File: src/rtl/rotor_step_ctrl.sv
// Rotor configuration and stepping controller: latches rotor selection/positions,
// advances the rotors per letter (notch plus double-step) and forwards each letter downstream.
module rotor_step_ctrl #(
    parameter int NUM_POS = 26
) (
    input  logic        clk_in,
    input  logic        rst_in,
    input  logic        rotor_valid_in,
    input  logic        letter_valid_in,
    input  logic [8:0]  rotor_select_in,
    input  logic [14:0] rotor_initial_in,
    input  logic [4:0]  char_in,
    input  logic        enc_ready_in,
    output logic        ready_out,
    output logic [8:0]  sel_out,
    output logic [14:0] pos_out,
    output logic [4:0]  char_out,
    output logic        char_valid_out,
    output logic        err_out
);

    typedef enum logic [1:0] {IDLE, LOAD, STEP, EMIT} state_t;

    state_t      state_q, state_d;
    logic [8:0]  sel_q, sel_d;
    logic [14:0] pos_q, pos_d;
    logic [8:0]  cfg_sel_q, cfg_sel_d;
    logic [14:0] cfg_pos_q, cfg_pos_d;
    logic [4:0]  char_q, char_d;
    logic        err_q, err_d;

    logic        letter_ok;
    logic        r_notch, m_notch;

    function automatic logic [4:0] wrap_pos(input logic [4:0] p);
        if (p >= 5'(NUM_POS)) return p - 5'(NUM_POS);
        return p;
    endfunction

    function automatic logic [4:0] inc_pos(input logic [4:0] p);
        if (p == 5'(NUM_POS - 1)) return 5'd0;
        return p + 5'd1;
    endfunction

    // Rotors VI..VIII carry two notches (Z and M); the rest carry one.
    function automatic logic at_notch(input logic [2:0] id, input logic [4:0] p);
        case (id)
            3'd0:    return p == 5'd16;
            3'd1:    return p == 5'd4;
            3'd2:    return p == 5'd21;
            3'd3:    return p == 5'd9;
            3'd4:    return p == 5'd25;
            default: return (p == 5'd25) || (p == 5'd12);
        endcase
    endfunction

    assign letter_ok = char_in <= 5'(NUM_POS - 1);
    assign r_notch   = at_notch(sel_q[2:0], pos_q[4:0]);
    assign m_notch   = at_notch(sel_q[5:3], pos_q[9:5]);

    always_ff @(posedge clk_in or posedge rst_in) begin
        if (rst_in) begin
            state_q   <= IDLE;
            sel_q     <= '0;
            pos_q     <= '0;
            cfg_sel_q <= '0;
            cfg_pos_q <= '0;
            char_q    <= '0;
            err_q     <= 1'b0;
        end else begin
            state_q   <= state_d;
            sel_q     <= sel_d;
            pos_q     <= pos_d;
            cfg_sel_q <= cfg_sel_d;
            cfg_pos_q <= cfg_pos_d;
            char_q    <= char_d;
            err_q     <= err_d;
        end
    end

    always_comb begin
        state_d = state_q;
        case (state_q)
            IDLE: begin
                if (rotor_valid_in)                    state_d = LOAD;
                else if (letter_valid_in && letter_ok) state_d = STEP;
            end
            LOAD:    state_d = IDLE;
            STEP:    state_d = EMIT;
            EMIT:    if (enc_ready_in) state_d = IDLE;
            default: state_d = IDLE;
        endcase
    end

    // Register updates; a config strobe in IDLE overrides a simultaneous letter.
    always_comb begin
        sel_d     = sel_q;
        pos_d     = pos_q;
        cfg_sel_d = cfg_sel_q;
        cfg_pos_d = cfg_pos_q;
        char_d    = char_q;
        err_d     = 1'b0;
        case (state_q)
            IDLE: begin
                if (rotor_valid_in) begin
                    cfg_sel_d = rotor_select_in;
                    cfg_pos_d = rotor_initial_in;
                end else if (letter_valid_in) begin
                    if (letter_ok) char_d = char_in;
                    else           err_d  = 1'b1;
                end
            end
            LOAD: begin
                sel_d = cfg_sel_q;
                pos_d = {wrap_pos(cfg_pos_q[14:10]), wrap_pos(cfg_pos_q[9:5]),
                         wrap_pos(cfg_pos_q[4:0])};
            end
            STEP: begin
                pos_d[4:0] = inc_pos(pos_q[4:0]);
                if (r_notch || m_notch) pos_d[9:5]   = inc_pos(pos_q[9:5]);
                if (m_notch)            pos_d[14:10] = inc_pos(pos_q[14:10]);
            end
            default: ;
        endcase
    end

    always_comb begin
        ready_out      = (state_q == IDLE);
        char_valid_out = (state_q == EMIT);
        sel_out        = sel_q;
        pos_out        = pos_q;
        char_out       = char_q;
        err_out        = err_q;
    end

endmodule

File: config.mk
export PLATFORM = sky130hd
export DESIGN_NAME = rotor_step_ctrl
export DESIGN_NICKNAME = d
export VERILOG_FILES = /design/src/rtl/rotor_step_ctrl.sv
export SDC_FILE = /design/constraint.sdc
export NUM_CORES = 1
export LEC_CHECK = 0
export ABC_AREA = 0
export CELL_PAD_IN_SITES_DETAIL_PLACEMENT = 1
export CELL_PAD_IN_SITES_GLOBAL_PLACEMENT = 1
export CORE_MARGIN = 4
export CORE_UTILIZATION = 40
export DETAILED_ROUTE_END_ITERATION = 8
export GPL_ROUTABILITY_DRIVEN = 0
export PLACE_DENSITY = 0.91
export SETUP_SLACK_MARGIN = 0.1
export SYNTH_ARGS = -nofsm -noshare
export SYNTH_HDL_FRONTEND = slang
export SYNTH_SLANG_ARGS = --single-unit
File: constraint.sdc
create_clock -name clk_in -period 2.43 [get_ports clk_in]
set_input_delay 0.486 -clock clk_in [delete_from_list [all_inputs] [get_ports clk_in]]
set_output_delay 0.486 -clock clk_in [all_outputs]
set_load 0.01 [all_outputs]
==> impl_metrics.csv, run 1 <==
group,metric,value,unit
floorplan,fp.dieW,96.68,microns
synth,yosys_warnings,0,
finish,final_common_cell,"clkdlybuf4s50_1",
global_route,grt_util_met2,32.54,%
timing,slew_viol_final,0,
clock_tree,cts_max_level,2,
global_route,gr-usage-met1,22.21,%
timing,clock_skew,0.006099,ns
timing,rsz0062_at_grt,"no",
placement,postPlaceCellArea,0.003935,sq mm
floorplan,die_area,0.009347,sq mm
timing,tns,0,ns
clock_tree,numCtsBuffers,5,
clock_tree,clock_path_buffers,2,
routing,via_count,2586,
routing,detail_route.wl_per_cell,17.73,microns
global_route,grt_antenna_before_repair,0,
synth,synthTopCellsByArea,"dfrtp_1 45%, mux2_2 11%, ha_1 6.0%",
worst_setup_path,crit_path_end_kind,"register",
synth,synth_edf_count,0,
worst_hold_path,worstHoldStart,"char_out[0]",
global_route,grt_usage,17.88,%
clock_tree,cts_sinks,56,
finish,nNetsFinal,413,
routing,antenna_left,0,
timing,hold_viol,0,
synth,seq_area_frac_synth,44.55,%
timing,hold_ws,0.4960,ns
routing,drc,0,
finish,diodes,0,
global_route,top_usage_layer,"met2",
finish,postLayoutCellArea,0.004016,sq mm
outcome,outcome,"finished clean",
global_route,grt_pass1_wl,14140,microns
synth,synthFlopType,"dfrtp_1",
synth,ys_seq_elements,56,
synth,syn-num-nets,345,
finish,area_growth,27.68,%
worst_setup_path,worstPathArrival,2.40,ns
job,drv_cap,0,
timing,setup_viol,0,
worst_hold_path,min_path_type,"register to register",
placement,dp_hpwl,6091,microns
timing,period_minus_slack,2.200,ns
routing,first_iter_violations,119,
timing,max_freq,454.6,MHz
finish,drive_gt1_share,15.66,%
placement,io_buffers,65,
routing,routed_wl,8262,microns
clock_tree,root_buffer,"clkbuf_8",
floorplan,io_pins,66,
global_route,grt_pass1_vias,2855,
floorplan,rows,32,
power_and_ir_drop,leakage,1.693,nW
clock_tree,cts_tree,"built",
power_and_ir_drop,ir_drop,0.0006897,V
global_route,gr-total-overflow,0,
worst_setup_path,r2r_start,"pos_out[5]",
worst_setup_path,cp_max_fo,10,
global_route,gr-usage-met3,2.740,%
global_route,grt_max_degree,35,
clock_tree,cts_setup_buffers,0,
worst_setup_path,worstPathRequired,2.63,ns
floorplan,fp.dieH,96.68,microns
clock_tree,clk_pin_slew,0.10,ns
routing,avgViaCountPerCell,5.549,
synth,synthCells,296,
synth,synth_area,0.003146,sq mm
worst_setup_path,critPathLaunchType,"register",
synth,synth_top_area_share,44.55,%
synth,ys_async_sr_fraction,100.0,%
synth,synth_top_area_cell,"dfrtp_1",
power_and_ir_drop,p_per_area,1379,mW/mm^2
routing,drt_pass1_iterations,4,
timing,worstMarginPinSlew,0.5816,ns
timing,relSlewSlack,61.18,%
worst_setup_path,startpoint,"pos_out[5]",
synth,synth_area_per_cell,10.63,sq um
timing,fin_crit_sh,90.52,%
clock_tree,clk_latency,0.31,ns
synth,yosysUniqueCellTypes,55,
clock_tree,cts_resized,0,
finish,layout_common_cells,"65 x clkdlybuf4s50_1, 56 x dfrtp_1, 32 x mux2_2, 24 x nand2_1, 23 x o21ai_0",
floorplan,core-area,0.007687,sq mm
floorplan,start_util,40.92,%
clock_tree,cts-hold-fix-buffers,0,
worst_setup_path,crit_type,"register to register",
worst_setup_path,r2r_setup_slack,0.23,ns
path summary, 6_finish.rpt:
check / depth (start not counted) / end
min reg2reg: 2 / char_out[0]
max in group asynchronous: 3 / char_out[4]
min in group asynchronous: 2 / pos_out[0]
max reg2reg: 6 / pos_out[5]
min: 2 / char_out[0]
max: 6 / pos_out[5]
synth_stat cells (all sizes together) (3+ instances only):
| master | number |
|---|---|
| nand3b | 3 |
| nor2 | 15 |
| o2bb2ai | 3 |
| nor3 | 6 |
| a31oi | 5 |
| dfrtp | 56 |
| ha | 15 |
| nand2b | 6 |
| o211ai | 8 |
| a22o | 7 |
| nand2 | 24 |
| nand4b | 3 |
| clkbuf | 6 |
| mux2 | 37 |
| a21oi | 8 |
| buf | 4 |
| inv | 19 |
| nand3 | 6 |
| and3 | 4 |
| o21ai | 23 |
logic make-up (layout without fill, tap and decap cells):
kind of cell	Yosys count	count (layout)	share of synthesized area [%]
flip-flops	56	56	44.55
XOR/XNOR	1	1	0.2785
AND/OR/NAND/NOR	81	81	13.72
AO/OA/AOI/OAI	76	76	17.94
buffers and inverters	29	97	3.739
multiplexers	38	38	13.80
adder cells (fa/ha/maj)	15	15	5.967
worst max-delay path, stage by stage, from the launching register on:
cell	delay (ns)
dfrtp_1	0.51
ha_1	0.26
and4b_4	0.22
o2bb2a_4	0.20
o2111ai_4	0.17
o31a_4	0.43
mux2_4	0.30
layout make-up:
class / count / area, sq um
Tap cell: 102 / 127.6
Fill cell: 862 / 3671
Multi-Input combinational cell: 211 / 1627
Sequential cell: 56 / 1401
Inverter: 19 / 71.32
Clock buffer: 6 / 72.57
Timing Repair Buffer: 71 / 708.2
Clock inverter: 1 / 8.758
metal layers:
layer,vias up,wire (microns)
met3,6,261
met2,54,4245
met5,-,0
li1,1213,-
met4,0,95
met1,1313,3660
registers in the layout (all words and copies together), names as in the netlist:
signal and cells:
cfg_pos_q 15, pos_out 15, cfg_sel_q 9, sel_out 9, char_out 5, state_q 2, err_out 1
where the power goes:
part,internal [W],switching [W]
logic,0.00159,0.00144
clock network,0.000203,0.000312
registers,0.00140,0.000584
stage by stage:
step           power [W]  setup slack (ns)  instances  utilization, %
2_1_floorplan   0.003795            0.3151        296               -
3_3_place_gp    0.004782            0.3206        459           51.19
3_5_place_dp    0.005012            0.2520        459           51.19
4_1_cts         0.005564            0.2354        466           52.25
5_1_grt         0.005971            0.1443        466           52.25
6_report        0.005538            0.2303        466           52.25
Power figures use the tool's default switching activity.
==> run 2, diff against run 1 <==
- clock period: 2.43 -> 2.45 ns (I/O delays scaled with it)
==> run 2 against run 1 <==
Sequential power barely moved. Clock power rose by 4.1%. Flip-flop and latch count did not move. Largest power group unchanged. Clock skew fell by 0.00058 ns. Via count fell by 1.4%. Cell count did not move. Global-route usage rose by 0.074 points. Highest routed layer unchanged.
==> impl_metrics.csv, run 2 (same netlist as run 1, synthesis figures left out) <==
group,metric,value,unit
routing,detail_route.wl_per_cell,17.41,microns
timing,relSlewSlack,58.85,%
clock_tree,cts_max_level,2,
routing,avgViaCountPerCell,5.470,
worst_setup_path,crit_path_end,"pos_out[6]",
worst_setup_path,reg2reg_to,"pos_out[6]",
clock_tree,clk_latency,0.31,ns
timing,fin_crit_sh,90.96,%
global_route,gr-total-overflow,0,
global_route,grt_pass1_vias,2833,
routing,routed_wl,8115,microns
power_and_ir_drop,p_sw,0.002268,W
clock_tree,cts_sinks,56,
power_and_ir_drop,power.share.clock,9.8,%
clock_tree,clk_pin_slew,0.10,ns
placement,dpl_worst_slack,0.2709,ns
worst_setup_path,crit_type,"register to register",
clock_tree,cts_tree,"built",
power_and_ir_drop,power_frac_seq,36.2,%
power_and_ir_drop,swShare,41.52,%
global_route,grt_antenna_before_repair,0,
routing,first_iter_violations,123,
power_and_ir_drop,leakage,1.691,nW
worst_setup_path,critPathLaunchType,"register",
timing,max_freq,448.7,MHz
timing,clock_skew,0.005516,ns
global_route,grt_max_degree,35,
global_route,grt_pass1_wl,14020,microns
job,drv_cap,0,
placement,dp_hpwl,5916,microns
power_and_ir_drop,ir_drop,0.0006464,V
placement,io_buffers,65,
power_and_ir_drop,p_comb_share,53.9,%
finish,final_common_cell,"clkdlybuf4s50_1",
timing,tns,0,ns
routing,antenna_left,0,
timing,rsz0062_at_grt,"no",
timing,hold_viol,0,
clock_tree,cts-hold-fix-buffers,0,
worst_setup_path,r2r_start,"pos_out[1]",
clock_tree,cts_setup_buffers,0,
finish,area_growth,27.84,%
timing,worstMarginPinSlew,0.6165,ns
floorplan,core-area,0.007687,sq mm
finish,drive_gt1_share,15.66,%
floorplan,die_area,0.009347,sq mm
worst_setup_path,crit_path_end_kind,"register",
worst_setup_path,cp_max_fo,7,
outcome,outcome,"finished clean",
worst_setup_path,ff2ff_path_depth,7,
clock_tree,clock_path_buffers,2,
worst_setup_path,startpoint,"pos_out[1]",
worst_setup_path,worstPathRequired,2.66,ns
floorplan,rows,32,
routing,via_count,2549,
timing,setup_viol,0,
floorplan,fp.dieH,96.68,microns
power_and_ir_drop,p_int,0.003194,W
floorplan,fp.dieW,96.68,microns
finish,diodes,0,
routing,drt_pass1_iterations,4,
timing,fin_ws,0.2214,ns
finish,layout_common_cells,"65 x clkdlybuf4s50_1, 56 x dfrtp_1, 32 x mux2_2, 24 x nand2_1, 23 x o21ai_0",
power_and_ir_drop,p_per_area,1358,mW/mm^2
finish,nNetsFinal,412,
timing,slew_viol_final,0,
global_route,grt_usage,17.96,%
floorplan,start_util,40.92,%
clock_tree,root_buffer,"clkbuf_8",
routing,drc,0,
worst_setup_path,worstPathArrival,2.43,ns
worst_hold_path,min_path_type,"register to register",
clock_tree,cts_resized,0,
worst_setup_path,r2r_setup_slack,0.22,ns
floorplan,io_pins,66,
timing,period_minus_slack,2.229,ns
clock_tree,numCtsBuffers,5,
run 2: area by class of cell:
| type | instances | area, sq um |
|---|---|---|
| Inverter | 19 | 71.32 |
| Sequential cell | 56 | 1401 |
| Multi-Input combinational cell | 211 | 1627 |
| Clock inverter | 1 | 7.507 |
| Clock buffer | 7 | 86.33 |
| Timing Repair Buffer | 70 | 700.7 |
| Fill cell | 853 | 3666 |
| Tap cell | 102 | 127.6 |
run 2: power groups by stage:
stage / Combinational (W) / Sequential, W / Clock (W)
2_1_floorplan: 0.00187 / 0.00190 / 0
3_3_place_gp: 0.00280 / 0.00193 / 0
3_5_place_dp: 0.00295 / 0.00199 / 0
4_1_cts: 0.00299 / 0.00197 / 0.000554
5_1_grt: 0.00327 / 0.00207 / 0.000592
6_report: 0.00295 / 0.00198 / 0.000536
run 2: worst min path at each step:
stage	from	to	slack, ns	depth (start not counted)
floorplan	cfg_sel_q[2]	sel_out[2]	0.44	2
global placement	cfg_sel_q[2]	sel_out[2]	0.47	2
detailed placement	char_out[0]	char_out[0]	0.48	2
CTS	cfg_sel_q[2]	sel_out[2]	0.51	2
global route	char_out[0]	char_out[0]	0.53	2
finish	char_out[0]	char_out[0]	0.50	2
run 2: worst max-delay path, stage by stage, from the launching register on:
cell and delay, ns:
dfrtp_1 0.47, inv_1 0.10, ha_1 0.20, nand4b_1 0.18, o32ai_1 0.14, a211o_1 0.34
o31a_4 0.39, mux2_4 0.30
run 2: routing by layer:
metal  up-vias  track usage, %  wire, microns
li1       1219               -              -
met1      1270           23.25           3590
met2        51           30.79           4118
met3         9           2.812            286
met4         0           5.616            120
met5         -               0              0
run 2: stage by stage:
| step | utilization [%] | std cells | instance area (sq um) | hold slack (ns) | total power [W] |
|---|---|---|---|---|---|
| final | 52.31 | 466 | 4021 | 0.4975 | 0.005462 |
| after detailed placement | 51.09 | 458 | 3928 | 0.4754 | 0.004931 |
| after global routing | 52.31 | 466 | 4021 | 0.5305 | 0.005929 |
| after floorplan | - | 296 | 3146 | 0.4444 | 0.003764 |
| after global placement | 51.09 | 458 | 3928 | 0.4677 | 0.004733 |
| after CTS | 52.31 | 466 | 4021 | 0.5061 | 0.005511 |
